--- src/rtl/key_db_pkg.sv ---
// Shared types and sizing helpers for the multi-key debouncer.
package key_db_pkg;

  typedef enum logic [1:0] {
    RELEASED    = 2'd0,
    PRESS_CHK   = 2'd1,
    PRESSED     = 2'd2,
    RELEASE_CHK = 2'd3
  } key_fsm_e;

  // Width that holds both the stability count and the saturated hold count.
  function automatic int cnt_width(input int stable_samples, input int long_ticks);
    int m;
    m = (stable_samples > long_ticks) ? stable_samples : long_ticks;
    return $clog2(m) + 1;
  endfunction

endpackage

--- src/rtl/key_db_cell.sv ---
// One key: 2-flop synchronizer, debounce FSM, hold counter and registered pulses.
// Outputs change 1 clk after the accepting sample strobe; there is no backpressure.
module key_db_cell
  import key_db_pkg::*;
#(
  parameter int ACTIVE_LOW     = 1,
  parameter int STABLE_SAMPLES = 3,
  parameter int LONG_TICKS     = 50
) (
  input  logic clk,
  input  logic rst,
  input  logic sample_en,
  input  logic key_raw,
  output logic key_state,
  output logic key_press,
  output logic key_release,
  output logic key_long
);

  localparam int              CW        = cnt_width(STABLE_SAMPLES, LONG_TICKS);
  localparam logic            IDLE_LVL  = (ACTIVE_LOW != 0);
  localparam logic [CW-1:0]   STABLE_M1 = CW'(STABLE_SAMPLES - 1);
  localparam logic [CW-1:0]   LONG_N    = CW'(LONG_TICKS);

  logic          sync1_q;
  logic          sync2_q;
  logic          k;
  key_fsm_e      state_q;
  logic [CW-1:0] chk_cnt_q;
  logic [CW-1:0] hold_cnt_q;
  logic          key_state_q;
  logic          press_q;
  logic          release_q;
  logic          long_q;

  always_ff @(posedge clk or posedge rst) begin
    if (rst) begin
      sync1_q <= IDLE_LVL;
      sync2_q <= IDLE_LVL;
    end else begin
      sync1_q <= key_raw;
      sync2_q <= sync1_q;
    end
  end

  // k is 1 when the key is physically pressed, independent of polarity.
  assign k = sync2_q ^ IDLE_LVL;

  always_ff @(posedge clk or posedge rst) begin
    if (rst) begin
      state_q     <= RELEASED;
      chk_cnt_q   <= '0;
      hold_cnt_q  <= '0;
      key_state_q <= 1'b0;
      press_q     <= 1'b0;
      release_q   <= 1'b0;
      long_q      <= 1'b0;
    end else begin
      press_q   <= 1'b0;
      release_q <= 1'b0;
      long_q    <= 1'b0;
      if (sample_en) begin
        case (state_q)
          RELEASED: begin
            if (k) begin
              state_q   <= PRESS_CHK;
              chk_cnt_q <= CW'(1);
            end
          end
          PRESS_CHK: begin
            if (!k) begin
              state_q   <= RELEASED;
              chk_cnt_q <= '0;
            end else if (chk_cnt_q == STABLE_M1) begin
              state_q     <= PRESSED;
              key_state_q <= 1'b1;
              press_q     <= 1'b1;
              chk_cnt_q   <= '0;
              hold_cnt_q  <= '0;
            end else begin
              chk_cnt_q <= chk_cnt_q + 1'b1;
            end
          end
          PRESSED: begin
            if (!k) begin
              state_q   <= RELEASE_CHK;
              chk_cnt_q <= CW'(1);
            end else if (hold_cnt_q < LONG_N) begin
              // Saturating at LONG_N guarantees a single long pulse per press.
              hold_cnt_q <= hold_cnt_q + 1'b1;
              if (hold_cnt_q == LONG_N - 1'b1) begin
                long_q <= 1'b1;
              end
            end
          end
          RELEASE_CHK: begin
            if (k) begin
              state_q   <= PRESSED;
              chk_cnt_q <= '0;
            end else if (chk_cnt_q == STABLE_M1) begin
              state_q     <= RELEASED;
              key_state_q <= 1'b0;
              release_q   <= 1'b1;
              chk_cnt_q   <= '0;
              hold_cnt_q  <= '0;
            end else begin
              chk_cnt_q <= chk_cnt_q + 1'b1;
            end
          end
          default: begin
            state_q <= RELEASED;
          end
        endcase
      end
    end
  end

  assign key_state   = key_state_q;
  assign key_press   = press_q;
  assign key_release = release_q;
  assign key_long    = long_q;

endmodule

--- src/rtl/key_debounce.sv ---
// Multi-key debouncer: clk1 rising edge is a sample strobe, all state runs on clk.
// Pulses appear 1 clk after the accepting strobe; no backpressure, keys are independent.
module key_debounce
  import key_db_pkg::*;
#(
  parameter int NUM_KEYS       = 4,
  parameter int ACTIVE_LOW     = 1,
  parameter int STABLE_SAMPLES = 3,
  parameter int LONG_TICKS     = 50
) (
  input  logic                clk,
  input  logic                rst,
  input  logic                clk1,
  input  logic [NUM_KEYS-1:0] key_in,
  output logic [NUM_KEYS-1:0] key_state,
  output logic [NUM_KEYS-1:0] key_press,
  output logic [NUM_KEYS-1:0] key_release,
  output logic [NUM_KEYS-1:0] key_long
);

  logic clk1_q;
  logic sample_en;

  always_ff @(posedge clk or posedge rst) begin
    if (rst) begin
      clk1_q <= 1'b0;
    end else begin
      clk1_q <= clk1;
    end
  end

  // clk1 is a data signal here; its rising edge becomes a one-clk enable.
  assign sample_en = clk1 & ~clk1_q;

  for (genvar i = 0; i < NUM_KEYS; i++) begin : g_key
    key_db_cell #(
      .ACTIVE_LOW     (ACTIVE_LOW),
      .STABLE_SAMPLES (STABLE_SAMPLES),
      .LONG_TICKS     (LONG_TICKS)
    ) u_cell (
      .clk         (clk),
      .rst         (rst),
      .sample_en   (sample_en),
      .key_raw     (key_in[i]),
      .key_state   (key_state[i]),
      .key_press   (key_press[i]),
      .key_release (key_release[i]),
      .key_long    (key_long[i])
    );
  end

endmodule
--- config.mk ---
export PLATFORM = sky130hd
export DESIGN_NAME = key_debounce
export DESIGN_NICKNAME = d
export VERILOG_FILES = /design/src/rtl/key_db_pkg.sv /design/src/rtl/key_db_cell.sv /design/src/rtl/key_debounce.sv
export SDC_FILE = /design/constraint.sdc
export NUM_CORES = 1
export LEC_CHECK = 0
export ABC_CLOCK_PERIOD_IN_PS = 3400
export BUFFER_PORTS_ARGS = -buffer_cell sky130_fd_sc_hd__buf_4
export CORE_MARGIN = 2
export CORE_UTILIZATION = 55
export DETAILED_ROUTE_END_ITERATION = 8
export PLACE_DENSITY = 0.78
export SLEW_MARGIN = 20
export SYNTH_ARGS = -nofsm -noshare
export SYNTH_HDL_FRONTEND = slang
export SYNTH_SLANG_ARGS = --single-unit
--- constraint.sdc ---
create_clock -name clk -period 3.4 [get_ports clk]
set_input_delay 1.02 -clock clk [delete_from_list [all_inputs] [get_ports clk]]
set_output_delay 1.02 -clock clk [all_outputs]
set_load 0.05 [all_outputs]
Yosys cells after proc, flatten, opt, wreduce, memory -nomap -nowiden
Index checks and enable logic that the tools add are counted.
- flip-flop bits (word level): 89
- bits of input ports: 7
- $add $sub $neg: 8
- magnitude comparators: 4
- equal/unequal tests: 60
- muxes and demuxes: 144
- bitwise logic cells: 2
- reduce and logical (&&, ||, !) cells: 28
- operators by type and width (kind ; number):
    $mux W7 ; 40
    $pmux W7 S4 ; 4
    $pmux W7 S3 ; 4
    $mux W1 ; 64
    $add A7 B1 Y7 const B ; 8
    $mux W2 ; 24
    $reduce_and A6 Y1 ; 8
    $ne A2 B1 Y1 const B ; 20
    $pmux W2 S4 ; 4
    $eq A7 B2 Y1 const B ; 4
    $eq A7 B6 Y1 const B ; 4
    $lt A7 B6 Y1 const B ; 4
    $ne A2 B2 Y1 const B ; 12
    $reduce_and A5 Y1 ; 4
    $eq A2 B2 Y1 const B ; 8
    $ne A3 B1 Y1 const B ; 4
    $ne A3 B3 Y1 const B ; 4
    $reduce_and A3 Y1 ; 4
    $reduce_bool A3 Y1 ; 4
    $eq A2 B1 Y1 const B ; 4
    $logic_not A2 Y1 ; 4
    $pmux W1 S2 ; 4
    $reduce_bool A2 Y1 ; 4
    $and A1 B1 Y1 ; 1
    $not A1 Y1 ; 1

Logic depth before layout (Yosys ltp)
- word-level depth: 6
- gate-level depth with buffers: 7

Cells and area by module
Synthesis repeated with hierarchy kept, for this count alone.
- cells, all modules: 463
- area, all modules: 4563.1 um^2
- modules (own cells, without submodules) (module ; instances ; cells an instance ; area each (um^2) ; seq. area each (um^2)):
    key_db_cell at g_key[2].u_cell ... ; 2 ; 116 ; 1113.6 ; 553.0
    key_db_cell at g_key[0].u_cell ; 1 ; 112 ; 1162.4 ; 553.0
    key_db_cell at g_key[1].u_cell ; 1 ; 116 ; 1131.1 ; 553.0
    key_debounce ; 1 ; 3 ; 42.5 ; 25.0

Least setup slack after synthesis
Ideal clock, no wire load.
- path kind: input to register
- start: input clk1
- end: register g_key[3].u_cell.chk_cnt_q[2]
- setup time: 131 ps
- arrival: 2170 ps
- path slack: 1099 ps
- stages: 6
- path buffers: 2
- cells stage by stage: nor2b_1 clkbuf_1 clkbuf_1 o21ai_0 a31oi_1 nor2_1
- word-level cells in the longest chain between the ends: 2
- ends and longest elaborated chain (item ; RTL line ; text):
    start, declared ; key_debounce.sv:13 ; input logic clk1,
    $and A1 B1 Y1 ; key_debounce.sv:33 ; assign sample_en = clk1 & ~clk1_q;
    $reduce_and A3 Y1 (no source line) ; -- ;
    end signal, assigned ; key_db_cell.sv:81 ; chk_cnt_q <= chk_cnt_q + 1'b1;
    end signal, assigned ; key_db_cell.sv:107 ; chk_cnt_q <= chk_cnt_q + 1'b1;
    end, declared ; key_db_cell.sv:29 ; logic [CW-1:0] chk_cnt_q;
Every way passes these cells.
A chain may end at the register's enable or synchronous reset.

Worst setup path after layout
- start: register g_key[0].u_cell.chk_cnt_q[0]
- end: register g_key[0].u_cell.hold_cnt_q[1]
- word-level cells in the longest chain between the ends: 4
- elaborated cells on any way between the ends: 5
- ends and longest elaborated chain (item ; RTL line ; text):
    start, declared ; key_db_cell.sv:29 ;
    start signal, assigned ; key_db_cell.sv:81 ;
    start signal, assigned ; key_db_cell.sv:107 ;
    $eq A7 B2 Y1 * ; key_db_cell.sv:74, key_db_cell.sv:100 ;
    $mux W7 * ; -- ;
    $mux W7, on equally long branches ; -- ;
    $pmux W7 S3 * ; -- ;
    end signal, assigned ; key_db_cell.sv:90 ; hold_cnt_q <= hold_cnt_q + 1'b1;
    end, declared ; key_db_cell.sv:30 ; logic [CW-1:0] hold_cnt_q;
Every way passes the cells marked *; elsewhere a longest branch is shown, timed or not. The select of a mux whose other input is x is not followed.

==> results_dict.tcl <==
set metrics [dict create \
    synth_area_leader_cell "dfrtp_1" \
    firstDrtPassIters 4 \
    wirelength_um 8760 \
    holdBufCountCts 0 \
    via_count 3448 \
    yosysSeqAreaShare_pct 47.0 \
    worst_setup_path_end_kind "flop" \
    dpl_worst_slack_ns 0.845 \
    area_growth_pct 7.39 \
    relSlewSlack_pct 45.8 \
    io_buffers 22 \
    syn_nets 495 \
    postSynthCellCount 472 \
    yosysWarnings 0 \
    max_stage_delay_ns 0.51 \
    multi_input_area_mm2 0.00223 \
    rsz0062_at_grt "no" \
    drv_cap 0 \
    hold_class "flop to flop" \
    ys_async_sr_fraction_pct 100 \
    crit_path_start_kind "flop" \
    arrival_ns 2.55 \
    cp.buffers_inverters 1 \
    synth_top_area_share_pct 42.6 \
    antenna_found_initial 0 \
    fmax_ghz 0.434 \
    coreArea_mm2 0.00830 \
    ir_drop_v 0.000352 \
    rows 33 \
    numCtsBuffers 9 \
    routabilityCongestion 0.817 \
    clock_latency_ns 0.36 \
    initial_core_util_pct 57.3 \
    outcome "finished clean" \
    grt_first_pass_wirelength_um 15700 \
    tns_ns 0 \
    final.period_utilization_pct 67.7 \
    drt_iter0_markers 159 \
    postCtsSetupBuffers 0 \
    worst_slack_ns 1.10 \
    max_slew.worst_pin.slew_ns 0.812 \
    fin_crit_ns 2.30 \
    synth_area_leaders "dfrtp_1 (43%), dfstp_2 (4.4%), ha_1 (4.2%), xor2_1 (2.9%), o21ai_0 (2.8%)" \
    routedWlPerCell_um 14.9 \
    cts_resized 0 \
    die_w_um 97 \
    n_antenna_cell 0 \
    slowest_stage "nand3_1" \
    final_antenna_net_count 0 \
    finClkSkew_ns 0.00453 \
    overflow 0 \
    grt_max_degree 50 \
    avgSynthCellArea_um2 10.1 \
    post_drt_via_cell_ratio 5.87 \
    ys_ff_latch 89 \
    seq_area_mm2 0.00224 \
    cts_max_level 3 \
    crit_chain "inv_1, ha_1, nor2b_1, nand3_1, a211oi_1, mux2_1" \
    crit_family "simple AND/OR/NAND/NOR gates" \
    die_area_mm2 0.00941 \
    fin_nets 500 \
    synthFlopType "dfrtp_1" \
    hold_viol_final 0 \
    crit_fanout 12 \
    clkSinkCount 89 \
    drive_gt1_share_pct 13.9 \
    clock_path_buffers 2 \
    power_density_mw_per_mm2 654 \
    crit_type "flop to flop" \
    synthDistinctLibCells 60 \
    die-height_um 97 \
    synth_edf_count 0 \
    final_common_cell "dfrtp_1" \
    grt_pass1_vias 3466 \
    worstPathRequired_ns 3.64 \
    fin_util_pct 61.6 \
    path_clk_slew_ns 0.08 \
    fillCellCount 673 \
    drc_errors 0 \
    ioPinCount 23 \
    setup_viol 0 \
    groute.usage.overall_pct 19.9 \
    syn_area_mm2 0.00476 \
    cts_tree "done" \
    hpwl_um 6020 \
    layout_common_cells "dfrtp_1 (81), nand2_1 (35), nor2_1 (32), buf_4 (30), o21ai_0 (27)" \
    cts-root-buf "clkbuf_8" \
    drv_slew 0 \
    leakage_nw 2.25 \
]
registers in the layout (all words and copies together), names as in the netlist, named ones only:
name / flops
g_key.u_cell.key_state: 4
g_key.u_cell.sync1_q: 4
g_key.u_cell.state_q: 4
g_key.u_cell.hold_cnt_q: 28
g_key.u_cell.key_press: 4
g_key.u_cell.chk_cnt_q: 28
g_key.u_cell.key_long: 4
clk1_q: 1
g_key.u_cell.sync2_q: 4
g_key.u_cell.key_release: 4
power by group:
group | internal, mW | total (mW) | leakage, nW | switching [mW]
registers | 1.28 | 1.62 | 1.14 | 0.336
clock network | 0.328 | 0.701 | 0.0919 | 0.374
logic | 0.412 | 1.02 | 1.02 | 0.609
total | 2.02 | 3.34 | 2.25 | 1.32
synth_stat cells, types with 5 or more instances:
cell type and instances:
dfrtp_1 81, nand2_1 35, nor2_1 32, o21ai_0 27
inv_1 24, nand3_1 21, buf_4 16, ha_1 16
xor2_1 16, a21oi_1 14, clkbuf_1 13, mux2i_1 12
nand4_1 12, nor2b_1 11, o31ai_1 10, nor3_1 9
dfstp_2 8, or3_1 8, and3_1 7, o211ai_1 7
nor4_1 6, xnor2_1 6, a211oi_1 5, and2_1 5
buf_2 5
layer usage:
layer | wire (um) | track usage, % | part of all wire (%)
met2 | 4350 | 33.5 | 50
met4 | 81 | 6.83 | 0.92
met5 | 0 | 0 | 0
met1 | 4060 | 25.7 | 46
met3 | 263 | 4.12 | 3.0
kinds of logic (layout without fill, tap and decap cells):
logic type,after synthesis,after routing,synth area share (%)
AO/OA/AOI/OAI,110,110,17.5
XOR/XNOR,23,23,4.39
adder cells (fa/ha/maj),16,16,4.21
buffers and inverters,60,70,6.13
flip-flops,89,89,47.0
multiplexers,15,15,3.24
AND/OR/NAND/NOR,159,159,17.5
stage by stage:
step	instances	hold slack, ns	power (mW)	instance area [um^2]
final	587	0.359	3.34	5110
after global routing	587	0.368	3.60	5110
after floorplan	472	0.345	2.40	4760
after CTS	587	0.360	3.36	5110
after global placement	571	0.345	2.59	4920
after detailed placement	571	0.347	2.65	4920
cell type report:
class                      instances  area share (%)
sequential                        89            43.8
multi-input combinational        323            43.7
timing repair buffer              30            4.41
clock buffer                      13            3.31
tap                              105            2.57
inverter                          24            1.79
clock inverter                     3           0.465
worst paths after layout:
check,start,end,slack (ns),depth (start not counted)
max in group asynchronous,rst,g_key[0].u_cell.sync2_q$_DFF_PP1_,1.84,3
min in group asynchronous,rst,g_key[3].u_cell.key_long$_DFF_PP0_,0.79,2
min reg2reg,g_key[0].u_cell.sync1_q$_DFF_PP1_,g_key[0].u_cell.sync2_q$_DFF_PP1_,0.36,0
max reg2reg,g_key[0].u_cell.chk_cnt_q[0]$_DFFE_PP0P_,g_key[0].u_cell.hold_cnt_q[1]$_DFFE_PP0P_,1.10,6
max,g_key[0].u_cell.chk_cnt_q[0]$_DFFE_PP0P_,g_key[0].u_cell.hold_cnt_q[1]$_DFFE_PP0P_,1.10,6
min,g_key[0].u_cell.sync1_q$_DFF_PP1_,g_key[0].u_cell.sync2_q$_DFF_PP1_,0.36,0
(Power assumes the default switching activity.)
